**src/rtl/output_serializer.sv**
```systemverilog
// Streams a captured 4x4 matrix out one element per accepted transfer over a
// valid/ready handshake, with a one-cycle done pulse after the final element.
module output_serializer #(
  parameter int ELEM_W = 16,
  parameter int N_ELEM = 16,
  localparam int BUS_W = ELEM_W * N_ELEM,
  localparam int IDX_W = (N_ELEM > 1) ? $clog2(N_ELEM) : 1
) (
  input  logic              clk,
  input  logic              reset,
  input  logic              load,
  input  logic [BUS_W-1:0]  matrix_in,
  input  logic              out_ready,
  output logic              out_valid,
  output logic [ELEM_W-1:0] out_data,
  output logic [IDX_W-1:0]  out_index,
  output logic              out_last,
  output logic              busy,
  output logic              done
);

  localparam logic [1:0] IDLE = 2'd0;
  localparam logic [1:0] LOAD = 2'd1;
  localparam logic [1:0] SEND = 2'd2;
  localparam logic [1:0] DONE = 2'd3;

  localparam logic [IDX_W-1:0] LAST_IDX = IDX_W'(N_ELEM - 1);

  logic [1:0]       state;
  logic [IDX_W-1:0] idx;
  logic [IDX_W-1:0] idx_next;
  logic [BUS_W-1:0] shadow;

  function automatic logic [ELEM_W-1:0] elem_at(input logic [BUS_W-1:0] m,
                                                input logic [IDX_W-1:0] k);
    return m[int'(k)*ELEM_W +: ELEM_W];
  endfunction

  always_comb begin
    idx_next = idx + IDX_W'(1);
  end

  // Every output is a flop; next values are computed from state and the
  // shadow copy so load/out_ready never reach an output combinationally.
  always_ff @(posedge clk or negedge reset) begin
    if (!reset) begin
      state     <= IDLE;
      idx       <= '0;
      shadow    <= '0;
      out_valid <= 1'b0;
      out_data  <= '0;
      out_index <= '0;
      out_last  <= 1'b0;
      busy      <= 1'b0;
      done      <= 1'b0;
    end else begin
      case (state)
        IDLE: begin
          if (load) begin
            shadow <= matrix_in;
            busy   <= 1'b1;
            state  <= LOAD;
          end
        end
        LOAD: begin
          idx       <= '0;
          out_valid <= 1'b1;
          out_data  <= elem_at(shadow, '0);
          out_index <= '0;
          out_last  <= (N_ELEM == 1);
          state     <= SEND;
        end
        SEND: begin
          // out_valid is always high here, so out_ready alone marks a transfer
          if (out_ready) begin
            if (idx == LAST_IDX) begin
              out_valid <= 1'b0;
              out_last  <= 1'b0;
              done      <= 1'b1;
              state     <= DONE;
            end else begin
              idx       <= idx_next;
              out_data  <= elem_at(shadow, idx_next);
              out_index <= idx_next;
              out_last  <= (idx_next == LAST_IDX);
            end
          end
        end
        DONE: begin
          done  <= 1'b0;
          busy  <= 1'b0;
          state <= IDLE;
        end
        default: state <= IDLE;
      endcase
    end
  end

endmodule

```
**config.mk**
```make
export PLATFORM = sky130hd
export DESIGN_NAME = output_serializer
export DESIGN_NICKNAME = d
export VERILOG_FILES = /design/src/rtl/output_serializer.sv
export SDC_FILE = /design/constraint.sdc
export NUM_CORES = 1
export LEC_CHECK = 0
export BUFFER_PORTS_ARGS = -buffer_cell sky130_fd_sc_hd__buf_2
export CAP_MARGIN = 30
export CORE_MARGIN = 2
export CORE_UTILIZATION = 54
export CTS_BUF_LIST = sky130_fd_sc_hd__clkbuf_16
export DETAILED_ROUTE_END_ITERATION = 12
export GPL_ROUTABILITY_DRIVEN = 0
export PLACE_DENSITY = 0.8
export REMOVE_ABC_BUFFERS = 1
export SKIP_LAST_GASP = 1
export SYNTH_ARGS = -nofsm -noshare
export SYNTH_HDL_FRONTEND = slang
export SYNTH_SLANG_ARGS = --single-unit
```
**constraint.sdc**
```tcl
create_clock -name clk -period 3.1 [get_ports clk]
set_input_delay 0.155 -clock clk [delete_from_list [all_inputs] [get_ports clk]]
set_output_delay 0.155 -clock clk [all_outputs]
set_load 0.005 [all_outputs]
```
==> results of run 1 <==
==> placed cells by master, fill, tap and decap left out, types with 2 or more instances in the layout <==
| master | n |
|---|---|
| a21oi_1 | 4 |
| a221o_1 | 16 |
| a22oi_1 | 15 |
| a32oi_1 | 16 |
| buf_12 | 9 |
| buf_2 | 282 |
| buf_4 | 16 |
| bufinv_16 | 6 |
| clkbuf_16 | 31 |
| clkinv_1 | 6 |
| clkinv_2 | 4 |
| dfrtp_1 | 281 |
| diode_2 | 9 |
| dlygate4sd3_1 | 259 |
| ha_1 | 5 |
| inv_1 | 11 |
| mux2_2 | 256 |
| mux4_1 | 4 |
| mux4_2 | 60 |
| nand2_1 | 43 |
| nor2_1 | 2 |
| nor3_4 | 2 |
| o21ai_0 | 7 |
==> flip-flops by register name (all words and copies together) (netlist names) <==
name,count
shadow,256
out_last,1
done,1
out_valid,1
idx,4
state,2
busy,1
out_data,16
==> per-stage QoR <==
stage / power (W) / area (um2) / hold slack (ns) / instances
floorplan: 0.01096 / 12280 / -0.1406 / 733
global placement: 0.01231 / 14420 / 0.2755 / 1326
detailed placement: 0.01258 / 14420 / 0.2704 / 1326
CTS: 0.01660 / 18040 / 0.2814 / 1639
global route: 0.01770 / 18050 / 0.3405 / 1645
finish: 0.01693 / 18060 / 0.2671 / 1648
==> logic make-up after synthesis <==
logic type | count (synthesis)
muxes | 321
xor gates and xnor gates | 3
DFF | 282
and+or+nand+nor | 56
buffers and inverters | 58
AOI/OAI and AO/OA | 61
adders and majority gates | 6
==> worst max-delay path: stages, from the launching register on <==
cell and delay (ns):
dfrtp_1 0.45, ha_1 0.41, xor2_4 0.21, buf_4 0.41
mux4_2 0.57, a22oi_1 0.19, a32oi_1 0.07, a221o_1 0.30
==> area by class of cell <==
type,count,area [um2]
sequential,282,7058
inverter,4,15.01
antenna,9,22.52
multi-input combinational,447,5266
clock inverter,23,249.0
timing repair buffer,567,4319
clock buffer,31,775.7
tap,285,356.6
fill,1191,4647
==> where the power goes <==
group / switching (W) / internal, W / leakage (nW) / total (W)
logic: 0.00262 / 0.00380 / 4.22 / 0.00642
clock network: 0.00148 / 0.00229 / 0.529 / 0.00377
registers: 0.00117 / 0.00558 / 3.34 / 0.00675
total: 0.00527 / 0.0117 / 8.09 / 0.0169
==> layer usage <==
layer	part of all wire	up-vias	wire length (um)	global-route usage
li1	-	4073	-	-
met1	0.35	4775	13560	0.3571
met2	0.53	451	20450	0.5651
met3	0.056	163	2141	0.06397
met4	0.062	0	2392	0.1883
met5	0	-	0	0
==> how the worst max path moves through the flow <==
stage | endpoint | from | slack, ns
final | out_data[15] | idx[1] | 0.35
after global routing | out_data[7] | idx[1] | 0.19
after CTS | out_data[15] | idx[1] | 0.34
after detailed placement | out_data[7] | idx[1] | 0.35
after global placement | out_data[2] | idx[1] | 0.48
after floorplan | shadow[0] | state[0] | -3.87
==> flow_metrics.py, run 1 <==
metrics = {
    "outcome": {
        "status": "finished, final reports clean",
    },
    "grt": {
        "grt_pass1_wl_um": 58590,
        "grt_antenna_before_repair": 6,
        "grt_max_degree": 107,
        "grt_pass1_vias": 10700,
        "grt-ovfl-total": 0,
        "grt_use_total": 0.3188,
    },
    "yosys": {
        "ys_top_cells_by_area": "dfrtp_1 56%, mux2_2 23%, mux4_2 11%",
        "yosys_warnings": 0,
        "synth_area_um2": 12520,
        "synthAdderAreaFrac": 0.005994,
        "async_flop_share": 1.000,
        "synth.most_common_cell": "dfrtp_1",
        "ys_types": 32,
        "yosysTopAreaCell": "dfrtp_1",
        "synth_area_per_cell_um2": 15.91,
        "synth_compound_gate_area_share": 0.03936,
        "synthFlopType": "dfrtp_1",
        "ys_ff_latch": 282,
        "synth_enable_flop_cells": 0,
        "synth_common_cells": "282 x dfrtp_1, 256 x mux2_2, 60 x mux4_2",
        "synth_xor_area_frac": 0.004196,
        "postSynthCellCount": 787,
        "synth_mux_area_frac": 0.3473,
        "synth_top_family_by_area": "multiplexers",
        "synthSimpleGateAreaFrac": 0.01938,
        "synth-seq-area-share": 0.5634,
        "synth_top_area_frac": 0.5634,
    },
    "routing": {
        "first_pass_iters": 5,
        "drtIter0Drc": 552,
        "drc": 0,
        "detail-route-antenna-nets": 0,
        "wl_per_cell_um": 23.39,
        "avgViaCountPerCell": 5.742,
        "finalWirelength_um": 38550,
        "via_count": 9462,
    },
    "clocking": {
        "cts_hold_buf": 259,
        "clk_pin_slew_worst_paths_ns": 0.06,
        "ctsResizeCount": 0,
        "cts_num_sinks": 282,
        "cts_setup_buffers": 0,
        "clock_latency_ns": 0.55,
        "cts_inserted_buffers": 30,
        "h-tree-depth": 1,
        "cts_tree": "yes",
        "cts_root_buf": "clkbuf_16",
        "clockBufferDepth": 3,
    },
    "floorplan": {
        "fp.dieW_um": 156.3,
        "row_count": 55,
        "io_pins": 284,
        "initial_utilization": 0.5515,
        "die-area_um2": 24430,
        "die_y_um": 156.3,
        "core_area_um2": 22710,
    },
    "setup_path": {
        "r2r-end": "out_data[15]",
        "arrival_ns": 3.17,
        "worstSetupPathType": "reg2reg",
        "crit_fanout": 24,
        "r2r-start": "idx[1]",
        "rrSetupSlack_ns": 0.35,
        "critPathLaunchType": "flip-flop",
        "r2r_cells": 7,
        "cp-end-kind": "flip-flop",
        "crit_required_ns": 3.52,
    },
    "timing": {
        "tightest_slew_ns": 0.8125,
        "fin_skew_ns": 0.01097,
        "final_max_slew_viol_count": 0,
        "rsz0062_at_grt": "false",
        "layout_setup_ws_ns": 0.3521,
        "setup_viol": 0,
        "slew_headroom": 0.4583,
        "fin_tns_setup_ns": 0,
        "finalCritPeriodShare": 0.8864,
        "hold_violations": 0,
        "min_period_ns": 2.748,
        "fmax_mhz": 363.9,
    },
    "finish": {
        "syn2layout_area_growth_pct": 44.22,
        "fin_nets": 1598,
        "drive_above_1_share": 0.4993,
        "fin_util": 0.7954,
    },
    "power_and_ir_drop": {
        "p_leak_nw": 8.092,
        "peakVddDrop_v": 0.0004874,
        "power_density_nw_per_um2": 937.4,
    },
    "hold_path": {
        "min_path_type": "in2async",
    },
    "flow_run": {
        "drv_cap": 0,
    },
    "place": {
        "port-buffer-count": 283,
        "dp_slack_ns": 0.3524,
        "dp_hpwl_um": 20680,
    },
}
No activity file was read; power rests on OpenSTA's default activity.
==> inputs of run 2 (changes only) <==
--- a/config.mk
+++ b/config.mk
@@ -7,14 +7,13 @@
 export LEC_CHECK = 0
 export BUFFER_PORTS_ARGS = -buffer_cell sky130_fd_sc_hd__buf_2
 export CAP_MARGIN = 30
-export CORE_MARGIN = 2
+export CORE_MARGIN = 5
 export CORE_UTILIZATION = 54
 export CTS_BUF_LIST = sky130_fd_sc_hd__clkbuf_16
 export DETAILED_ROUTE_END_ITERATION = 12
 export GPL_ROUTABILITY_DRIVEN = 0
 export PLACE_DENSITY = 0.8
 export REMOVE_ABC_BUFFERS = 1
-export SKIP_LAST_GASP = 1
 export SYNTH_ARGS = -nofsm -noshare
 export SYNTH_HDL_FRONTEND = slang
 export SYNTH_SLANG_ARGS = --single-unit
==> run 2 against run 1 <==
Via count is 0.15% lower. Routed wire length is 1.6% higher. Power is 3.5% lower. Cell count is 0.67% lower. Critical path type unchanged. Die area is 7.8% higher. Sequential share of layout area is 0.44 points higher. Fmax hardly changed.
==> flow_metrics.py, run 2 (synthesized netlist as in run 1, its figures left out) <==
metrics = {
    "setup_path": {
        "crit_family": "compound AO/OA/AOI/OAI gates",
        "cp-end-kind": "flip-flop",
        "r2r-end": "out_data[4]",
        "crit_buf_inv": 1,
        "worstSetupPathType": "reg2reg",
        "cp-endpoint": "out_data[4]",
        "path_cells": "ha_1, xor2_4, buf_12, mux4_2, a22oi_1, a32oi_1, a221o_1",
        "crit_cells": 7,
        "r2r-start": "idx[1]",
        "critPathLaunchType": "flip-flop",
        "rrSetupSlack_ns": 0.35,
        "arrival_ns": 3.17,
        "r2r_cells": 7,
        "crit_path_max_incr_delay_ns": 0.57,
        "critical_path.slowest_cell": "mux4_2",
        "crit_required_ns": 3.52,
        "crit_fanout": 49,
        "worstSetupStartpoint": "idx[1]",
    },
    "clocking": {
        "cts_root_buf": "clkbuf_16",
        "cts_setup_buffers": 0,
        "cts_inserted_buffers": 29,
        "clk_pin_slew_worst_paths_ns": 0.06,
        "cts_num_sinks": 282,
        "ctsResizeCount": 0,
        "clockBufferDepth": 3,
        "h-tree-depth": 1,
        "clock_latency_ns": 0.55,
        "cts_tree": "yes",
    },
    "finish": {
        "fin_nets": 1596,
        "multi_input_area_um2": 5266,
        "fin_util": 0.7864,
        "regMostFlops": "shadow",
        "seq_area_um2": 7058,
        "final_cell_mix": "282 x buf_2, 281 x dfrtp_1, 259 x dlygate4sd3_1, 256 x mux2_2, 60 x mux4_2",
        "drive_above_1_share": 0.4981,
        "top_regs": "shadow x256, out_data x16, idx x4",
        "final_common_cell": "buf_2",
        "final_area_um2": 17860,
        "fill_cells": 1226,
        "syn2layout_area_growth_pct": 42.60,
        "largest_reg_flops": 256,
    },
    "power_and_ir_drop": {
        "power_density_nw_per_um2": 915.0,
        "p_int_w": 0.01119,
        "comb_power_share": 0.387,
        "peakVddDrop_v": 0.0004981,
        "p_clk_frac": 0.199,
        "p_leak_nw": 7.999,
        "seq_power_share": 0.413,
        "switching_share": 0.3155,
        "p_sw_w": 0.005155,
    },
    "routing": {
        "avgViaCountPerCell": 5.772,
        "drtIter0Drc": 595,
        "via_count": 9448,
        "finalWirelength_um": 39150,
        "wl_per_cell_um": 23.92,
        "drc": 0,
        "first_pass_iters": 5,
        "detail-route-antenna-nets": 0,
    },
    "floorplan": {
        "initial_utilization": 0.5515,
        "core_area_um2": 22710,
        "io_pins": 284,
        "die_y_um": 162.3,
        "fp.dieW_um": 162.3,
        "row_count": 55,
        "die-area_um2": 26340,
    },
    "grt": {
        "grt_use_total": 0.2976,
        "grt_antenna_before_repair": 3,
        "grt_pass1_vias": 10790,
        "grt-ovfl-total": 0,
        "grt_pass1_wl_um": 60400,
        "grt_max_degree": 97,
    },
    "timing": {
        "min_period_ns": 2.745,
        "tightest_slew_ns": 0.8387,
        "slew_headroom": 0.4409,
        "fmax_mhz": 364.3,
        "rsz0062_at_grt": "false",
        "finalCritPeriodShare": 0.8855,
        "hold_violations": 0,
        "final_max_slew_viol_count": 0,
        "fin_tns_setup_ns": 0,
        "fin_skew_ns": 0.01680,
        "setup_viol": 0,
    },
    "outcome": {
        "status": "finished, final reports clean",
    },
    "place": {
        "placed_area_um2": 14390,
        "dp_hpwl_um": 21140,
        "port-buffer-count": 283,
    },
    "hold_path": {
        "min_path_type": "in2async",
    },
    "flow_run": {
        "drv_cap": 0,
    },
}
run 2: worst min-delay path by stage:
stage | endpoint | slack [ns]
2_1_floorplan | busy | -0.14
3_3_place_gp | shadow[135] | 0.25
3_5_place_dp | shadow[245] | 0.25
4_1_cts | shadow[245] | 0.26
5_1_grt | shadow[183] | 0.33
6_report | shadow[121] | 0.27
run 2: layout make-up:
class                           instances  share of cell area
Multi-Input combinational cell        447              0.2949
Sequential cell                       282              0.3952
Clock buffer                           29             0.04063
Inverter                                4           0.0008407
Timing Repair Buffer                  566              0.2400
Clock inverter                         21            0.008057
Antenna cell                            3           0.0004203
Tap cell                              285             0.01997
run 2: what timing repair did:
item	CTS	global route
hold buffers	259	0
endpoints found under the hold margin	350	0
setup endpoints to repair	0	0
run 2: power groups by stage:
stage	registers [W]	clock network (W)	logic (W)
finish	0.00675	0.00326	0.00633
floorplan	0.00629	0	0.00467
detailed placement	0.00660	0	0.00593
global route	0.00689	0.00348	0.00678
global placement	0.00650	0	0.00573
CTS	0.00656	0.00330	0.00622
run 2: layer usage:
metal / wire (um) / GRT usage / vias to the layer above
li1: - / - / 4065
met1: 13800 / 0.3487 / 4798
met2: 21050 / 0.5320 / 436
met3: 2099 / 0.04720 / 149
met4: 2207 / 0.1492 / 0
met5: 0 / 0 / -
run 2: per-stage QoR:
step	total power [W]	hold WS (ns)	cells	setup WS (ns)
floorplan	0.01096	-0.1406	733	-3.875
global placement	0.01223	0.2466	1325	0.5421
detailed placement	0.01253	0.2486	1325	0.4281
CTS	0.01608	0.2565	1634	0.3863
global route	0.01714	0.3259	1637	0.1738
finish	0.01634	0.2701	1637	0.3548
